$ cat config.mk
export PLATFORM = sky130hd
export DESIGN_NAME = if_fetch_unit
export DESIGN_NICKNAME = d
export VERILOG_FILES = /design/src/rtl/mips_pkg.sv /design/src/rtl/if_next_pc.sv /design/src/rtl/if_fetch_unit.sv
export SDC_FILE = /design/constraint.sdc
export NUM_CORES = 1
export LEC_CHECK = 0
export CAP_MARGIN = 10
export CORE_ASPECT_RATIO = 0.8
export CORE_MARGIN = 5
export CORE_UTILIZATION = 49
export CTS_CLUSTER_DIAMETER = 40
export DETAILED_ROUTE_END_ITERATION = 10
export MAX_ROUTING_LAYER = met4
export PLACE_DENSITY = 0.83
export RECOVER_POWER = 25
export SETUP_SLACK_MARGIN = 0.4
export SYNTH_ARGS = -nofsm -noshare
export SYNTH_HDL_FRONTEND = slang
export SYNTH_SLANG_ARGS = --single-unit
$ cat constraint.sdc
create_clock -name clk -period 4.3 [get_ports clk]
set_input_delay 1.29 -clock clk [delete_from_list [all_inputs] [get_ports clk]]
set_output_delay 1.29 -clock clk [all_outputs]
set_load 0.01 [all_outputs]
$ cat src/rtl/mips_pkg.sv
// Shared MIPS pipeline definitions: fetch reset vector, bubble encoding and fetch FSM states.
package mips_pkg;

  localparam logic [31:0] RESET_PC  = 32'h0000_3000;
  localparam logic [31:0] NOP_INSTR = 32'h0000_0000;

  typedef enum logic [1:0] {
    FETCH_ISSUE = 2'd0,
    FETCH_WAIT  = 2'd1,
    FETCH_HOLD  = 2'd2
  } fetch_state_t;

endpackage

$ cat src/rtl/if_next_pc.sv
// Next-PC selection for the fetch stage: a fresh redirect beats a pending target, which beats PC+4.
module if_next_pc (
  input  logic [31:0] pc,
  input  logic        pend_vld,
  input  logic [31:0] pend_pc,
  input  logic        redirect,
  input  logic [31:0] redirect_pc,
  output logic [31:0] redirect_tgt,
  output logic [31:0] pc_plus4,
  output logic [31:0] next_pc
);

  // Instruction addresses are word aligned, so the low two target bits are forced to zero.
  assign redirect_tgt = redirect_pc & 32'hFFFF_FFFC;
  assign pc_plus4     = pc + 32'd4;

  always_comb begin
    next_pc = pc_plus4;
    if (redirect) begin
      next_pc = redirect_tgt;
    end else if (pend_vld) begin
      next_pc = pend_pc;
    end
  end

endmodule

$ cat src/rtl/if_fetch_unit.sv
// MIPS instruction-fetch stage: owns the PC, keeps one request outstanding to instruction memory,
// and holds the fetched word for the F/D register, honouring delay-slot redirects from D.
//
// state       | meaning
// FETCH_ISSUE | imem_req driven for the current PC (first cycle after reset only arms the strobe)
// FETCH_WAIT  | request in flight, waiting for imem_rvalid
// FETCH_HOLD  | instruction presented on InstrF, waiting for EN to consume it
module if_fetch_unit #(
  parameter logic [31:0] RESET_PC  = mips_pkg::RESET_PC,
  parameter logic [31:0] NOP_INSTR = mips_pkg::NOP_INSTR
) (
  input  logic        clk,
  input  logic        reset,
  input  logic        EN,
  input  logic        Redirect,
  input  logic [31:0] RedirectPC,
  output logic        imem_req,
  output logic [31:0] imem_addr,
  input  logic        imem_rvalid,
  input  logic [31:0] imem_rdata,
  output logic [31:0] InstrF,
  output logic [31:0] PC_4F,
  output logic        ValidF
);

  import mips_pkg::*;

  fetch_state_t state;
  logic [31:0]  pc;
  logic [31:0]  pend_pc;
  logic         pend_vld;
  logic         req_q;
  logic         valid_q;
  logic [31:0]  instr_q;

  logic [31:0]  next_pc;
  logic [31:0]  pc_plus4;
  logic [31:0]  redirect_tgt;
  logic         consume;

  if_next_pc u_next_pc (
    .pc           (pc),
    .pend_vld     (pend_vld),
    .pend_pc      (pend_pc),
    .redirect     (Redirect),
    .redirect_pc  (RedirectPC),
    .redirect_tgt (redirect_tgt),
    .pc_plus4     (pc_plus4),
    .next_pc      (next_pc)
  );

  assign consume = (state == FETCH_HOLD) && EN;

  always_ff @(posedge clk or negedge reset) begin
    if (!reset) begin
      state    <= FETCH_ISSUE;
      pc       <= RESET_PC;
      pend_vld <= 1'b0;
      pend_pc  <= 32'h0;
      req_q    <= 1'b0;
      valid_q  <= 1'b0;
      instr_q  <= NOP_INSTR;
    end else begin
      case (state)
        FETCH_ISSUE: begin
          // req_q low here only right after reset; it rises for exactly one cycle per request.
          if (req_q) begin
            req_q <= 1'b0;
            state <= FETCH_WAIT;
          end else begin
            req_q <= 1'b1;
          end
        end
        FETCH_WAIT: begin
          if (imem_rvalid) begin
            instr_q <= imem_rdata;
            valid_q <= 1'b1;
            state   <= FETCH_HOLD;
          end
        end
        FETCH_HOLD: begin
          if (EN) begin
            instr_q <= NOP_INSTR;
            valid_q <= 1'b0;
            pc      <= next_pc;
            req_q   <= 1'b1;
            state   <= FETCH_ISSUE;
          end
        end
        default: begin
          req_q <= 1'b0;
          state <= FETCH_ISSUE;
        end
      endcase

      // A redirect that coincides with consumption is folded straight into next_pc.
      if (consume) begin
        pend_vld <= 1'b0;
      end else if (Redirect) begin
        pend_vld <= 1'b1;
        pend_pc  <= redirect_tgt;
      end
    end
  end

  assign imem_req  = req_q;
  assign imem_addr = pc;
  assign InstrF    = instr_q;
  assign PC_4F     = pc_plus4;
  assign ValidF    = valid_q;

endmodule

Word-level counts from Yosys, hierarchy flattened
Cells that the tools add are included.
- add/sub/neg operators: 1
- equal/unequal tests: 5
- multiplexer cells: 17
- bitwise gates (word level): 2
- reduce and logical (&&, ||, !) cells: 9
- operators with widths (cell ; number):
    $mux W32 ; 4
    $pmux W32 S2 ; 1
    $add A32 B3 Y32 const B ; 1
    $mux W1 ; 6
    $mux W2 ; 3
    $ne A2 B2 Y1 const B ; 3
    $pmux W2 S3 ; 1
    $reduce_and A2 Y1 ; 3
    $reduce_and A3 Y1 ; 2
    $reduce_bool A2 Y1 ; 2
    $pmux W1 S3 ; 1
    $eq A2 B1 Y1 const B ; 1
    $eq A2 B2 Y1 const B ; 1
    $logic_not A2 Y1 ; 1
    $not A1 Y1 ; 2
    $pmux W1 S2 ; 1
    $logic_and A1 B1 Y1 ; 1
- flip-flop bits (word level): 99
- input port bits: 69
- output and inout bits: 98
- logic and storage cells: 41

Longest topological paths before layout
- word-level depth: 4
- depth in mapped cells: 6
- gate-level depth less buffers: 6

By module
From an unflattened synthesis, not the netlist that was laid out.
- cell total of the unflattened synthesis: 512
- area total of the unflattened synthesis: 5714.2 um2
- modules (own cells, without submodules) (module ; times used ; cells each ; area an instance (um2) ; sequential area each (um2)):
    if_fetch_unit ; 1 ; 266 ; 4048.9 ; 2529.9
    if_next_pc ; 1 ; 246 ; 1665.3 ; 0.0

Least setup slack after synthesis
No wires, ideal clock.
- path type: flip-flop to output port
- start: register pc[13] (netlist: imem_addr[13])
- end: output PC_4F[28]
- arrival: 1849 ps
- required time: 3010 ps
- setup slack: 1161 ps
- stages on the path, launching flop included: 5
- path buffers: 0
- path through: dfstp_2 -> nand4_2 -> or4_4 -> nor4_4 -> xor2_1
- cells in the longest elaborated chain, start to end: 1
- ends and longest elaborated chain (item ; line ; text):
    from (decl) ; if_fetch_unit.sv:29 ; logic [31:0] pc;
    from (signal assigned) ; if_fetch_unit.sv:85 ; pc <= next_pc;
    $add A32 B3 Y32 ; if_next_pc.sv:15 ; assign pc_plus4 = pc + 32'd4;
    to (decl) ; if_fetch_unit.sv:22 ; output logic [31:0] PC_4F,
Every way passes these cells.

Worst setup path in the final report
- start: register pc[14] (netlist: imem_addr[14])
- end: output PC_4F[23]
The elaborated chain is that of the path after synthesis.

==> summary.md <==
| Metric | Value |
|---|---|
| Most crowded layer after global routing | met2 |
| Hold_sp | ValidF |
| Die width | 122 um |
| Post-synth EDFFs | 0 |
| Launching element type of the critical path | register |
| Result of the run | finished, final reports clean |
| Fmax achieved | 0.261 GHz |
| Worst Max-Slew Pin Slew | 1.23 ns |
| Total number of yosys warnings | 0 |
| Global Route met3 Usage | 7.22% |
| Total of endpoints with negative setup slack in the final report | 0 |
| Top-count cell post-synth | dfrtp_1 |
| CTS tree | done |
| Total power draw | 4.50 mW |
| Fraction of final layout cells sized beyond drive strength 1 | 15.6% |
| Placed standard-cell area | 0.00660 mm^2 |
| Fill count | 688 |
| Number of buffers inserted for hold repair after clock tree synthesis | 0 |
| Start-to-end type of the worst setup path | reg -> out |
| Sum of routed wire length over all layers | 14500 um |
| CTS root buffer | clkbuf_16 |
| Worst Skew | 0.00444 ns |
| ANT cells | 0 |
| Die area | 0.0121 mm^2 |
| Final instance area | 0.00707 mm^2 |
| Hold/Removal Path Class | reg -> reg |
| DRT antenna net count | 0 |
| Sort of element at the end of the critical path | output port |
| Met1 routing resource usage after global routing | 34.0% |
| Final period utilization | 89.2% |
| Largest area contributor in the netlist | dfrtp_1 |
| Worst ir drop on vdd | 0.000349 V |
| Count of final hold-check violations | 0 |
| Cell area power density | 636 mW/mm^2 |
| Cell count after synthesis | 451 |
| Area inside the core boundary | 0.00969 mm^2 |
| Count of nets after finishing | 681 |
| Main area contributors after synthesis | dfrtp_1 (49%), a22o_1 (6.8%), mux2_2 (6.7%) |
| H-tree levels | 3 |
| Vertical extent of the die | 99.4 um |
| Leakage | 3.13 nW |
| Clock insertion delay at the later pin of the skew report | 0.35 ns |
| Number of flip-flops and latches in the synthesized netlist | 97 |
| First-pass detailed-route iteration total | 5 |
| Via count | 4365 |
| Max FO, Critical Path | 7 |
| Clock buffers created by TritonCTS | 9 |
| Post-synth design cell area | 0.00489 mm^2 |
| Number of antenna violations at the first check in global routing | 0 |
| R2r startpoint | pend_vld |
| Wire length of the first global-routing pass | 23800 um |
| DRC viols | 0 |
| Number of design-rule violations left by the first detailed-router iteration | 418 |
| Post-Synthesis Mean Instance Area | 10.8 um^2 |
| Congestion Overflow GR | 0 |
| Proportion of synthesized flip-flops having asynchronous set or reset | 100% |
| Clock transition at path regs | 0.07 ns |
| Routability-driven placement congestion ratio | 0.851 |
| Sinks on Clock Net | 97 |
| Fraction of synthesized cell area taken by the top area cell type | 48.6% |
| Initial cell density of the core | 50.5% |
| Count of pins on the block boundary | 167 |
| Max_slew headroom | 18.0% |
| Post-synthesis to final-layout area growth | 44.6% |
| Clock Path Buffers | 2 |
| Top FF cell, synth | dfrtp_1 |
| Maximum number of pins on one net before global-route repair | 53 |
| Sequential fraction of the synthesis area | 49.7% |
| Post-route minimum period | 3.83 ns |
| Number of max-cap violations | 0 |
| Half-perimeter wire length after placement | 9910 um |
| Standard-cell rows | 32 |
| Routed wirelength normalized by instance count | 19.2 um |
| Most instantiated cells after synthesis | dfrtp_1 (95), a22o_1 (38), mux2_2 (29), nor2_1 (29) |
| Worst Hold Slack | 0.497 ns |
| Utilization after layout | 73.0% |
| Unrepaired setup endpoints after global routing | true |
| Input/output buffers | 160 |
| Number of max-slew violations in the final report | 0 |
| Global-route met2 utilization | 37.7% |
| Launching instance or port of the critical path | imem_addr[14] |
| Drt via density | 5.80 |
| Overall track demand over capacity in global routing | 25.4% |
| Synth cell types | 53 |
| Via count of the first global-routing pass | 4535 |
| CP arrival | 2.54 ns |
| Total Neg Setup Slack | 0 ns |
| Crit path required time | 3.01 ns |
power breakdown:
group          internal, mW  total [mW]  switching, mW  leakage, nW
sequential             1.26        1.69          0.428         1.17
combinational          1.18        2.07          0.894         1.83
clock                 0.388       0.736          0.347        0.128
total                  2.83        4.50           1.67         3.13
flip-flops by register name (all words and copies together), names as in the netlist:
register / flops
pend_vld: 1
ValidF: 1
InstrF: 32
imem_req: 1
state: 2
pend_pc: 30
imem_addr: 30
final timing paths:
kind | end | slack, ns | depth (start not counted)
worst max-delay path | PC_4F[23] | 0.47 | 6
worst min-delay path | ValidF | 0.50 | 1
worst max register to register | imem_addr[13] | 2.04 | 4
worst min register to register | ValidF | 0.50 | 1
max in group asynchronous | imem_addr[18] | 1.71 | 2
min in group asynchronous | imem_addr[23] | 0.98 | 1
through the flow:
step,instances,worst slack [ns]
2_1_floorplan,454,1.16
3_3_place_gp,724,0.557
3_5_place_dp,724,0.504
4_1_cts,748,0.374
5_1_grt,752,0.343
6_report,752,0.466
what timing repair did:
| item | 4_1_cts | 5_1_grt |
|---|---|---|
| cloned | 0 | 0 |
| endpoints found under the setup margin | 15 | 15 |
| gates resized for setup | 14 | 16 |
| setup buffers | 8 | 4 |
| pin swaps | 5 | 10 |
critical path, stage by stage, from the launching register on:
cell and delay [ns]:
dfrtp_1 0.53, nand4_4 0.16, buf_4 0.19, nor4_4 0.30, and4_2 0.32, xor2_1 0.15, clkdlybuf4s50_1 0.55
kinds of logic after synthesis:
kind of cell    Yosys count  synth area share (%)
other cells               1                0.0767
buf+inv                  45                  3.79
simple gates            108                  13.0
xor+xnor                 28                  5.01
fa+ha+maj                 1                 0.256
flops                    97                  49.7
mux                      37                  8.31
compound gates          134                  19.8
layer usage:
metal  vias to the layer above  routed length (um)  share of wire (%)
li1                       1998                   -                  -
met4                         0                 299                2.1
met2                       242                6660                 46
met3                        30                1340                9.2
met5                         -                   0                  0
met1                      2095                6170                 43
final cells by class:
| class | count | area (um^2) | share of cell area, % |
|---|---|---|---|
| Sequential cell | 97 | 2440 | 34.5 |
| Multi-Input combinational cell | 312 | 2400 | 34.0 |
| Timing Repair Buffer | 182 | 1760 | 24.9 |
| Clock buffer | 10 | 229 | 3.24 |
| Tap cell | 136 | 170 | 2.41 |
| Clock inverter | 6 | 35.0 | 0.495 |
| Inverter | 9 | 33.8 | 0.478 |
placed cells by master (no fill, tap or decap), types with 3 or more instances in the layout:
cell,count
dfrtp_1,88
and3_1,9
a31oi_1,3
xor2_1,14
a311o_1,4
mux2i_1,8
nor3_1,5
o21ai_0,25
nor4_1,5
nor2_1,27
buf_4,21
a221oi_1,4
a22o_1,38
nand3_1,10
inv_1,9
nor4_4,6
a21oi_1,21
clkdlybuf4s50_1,152
dfrtp_2,7
a21o_1,4
o2bb2ai_1,10
conb_1,4
dlymetal6s2s_1,4
nor3_4,4
a222oi_1,5
clkbuf_16,9
nand4_1,5
a22oi_1,5
xnor2_1,14
clkbuf_1,3
nor2b_1,5
mux2_2,29
nand2_1,16
o31ai_1,5
clkinv_2,4
Note: power is estimated with default switching activity, not from simulation.
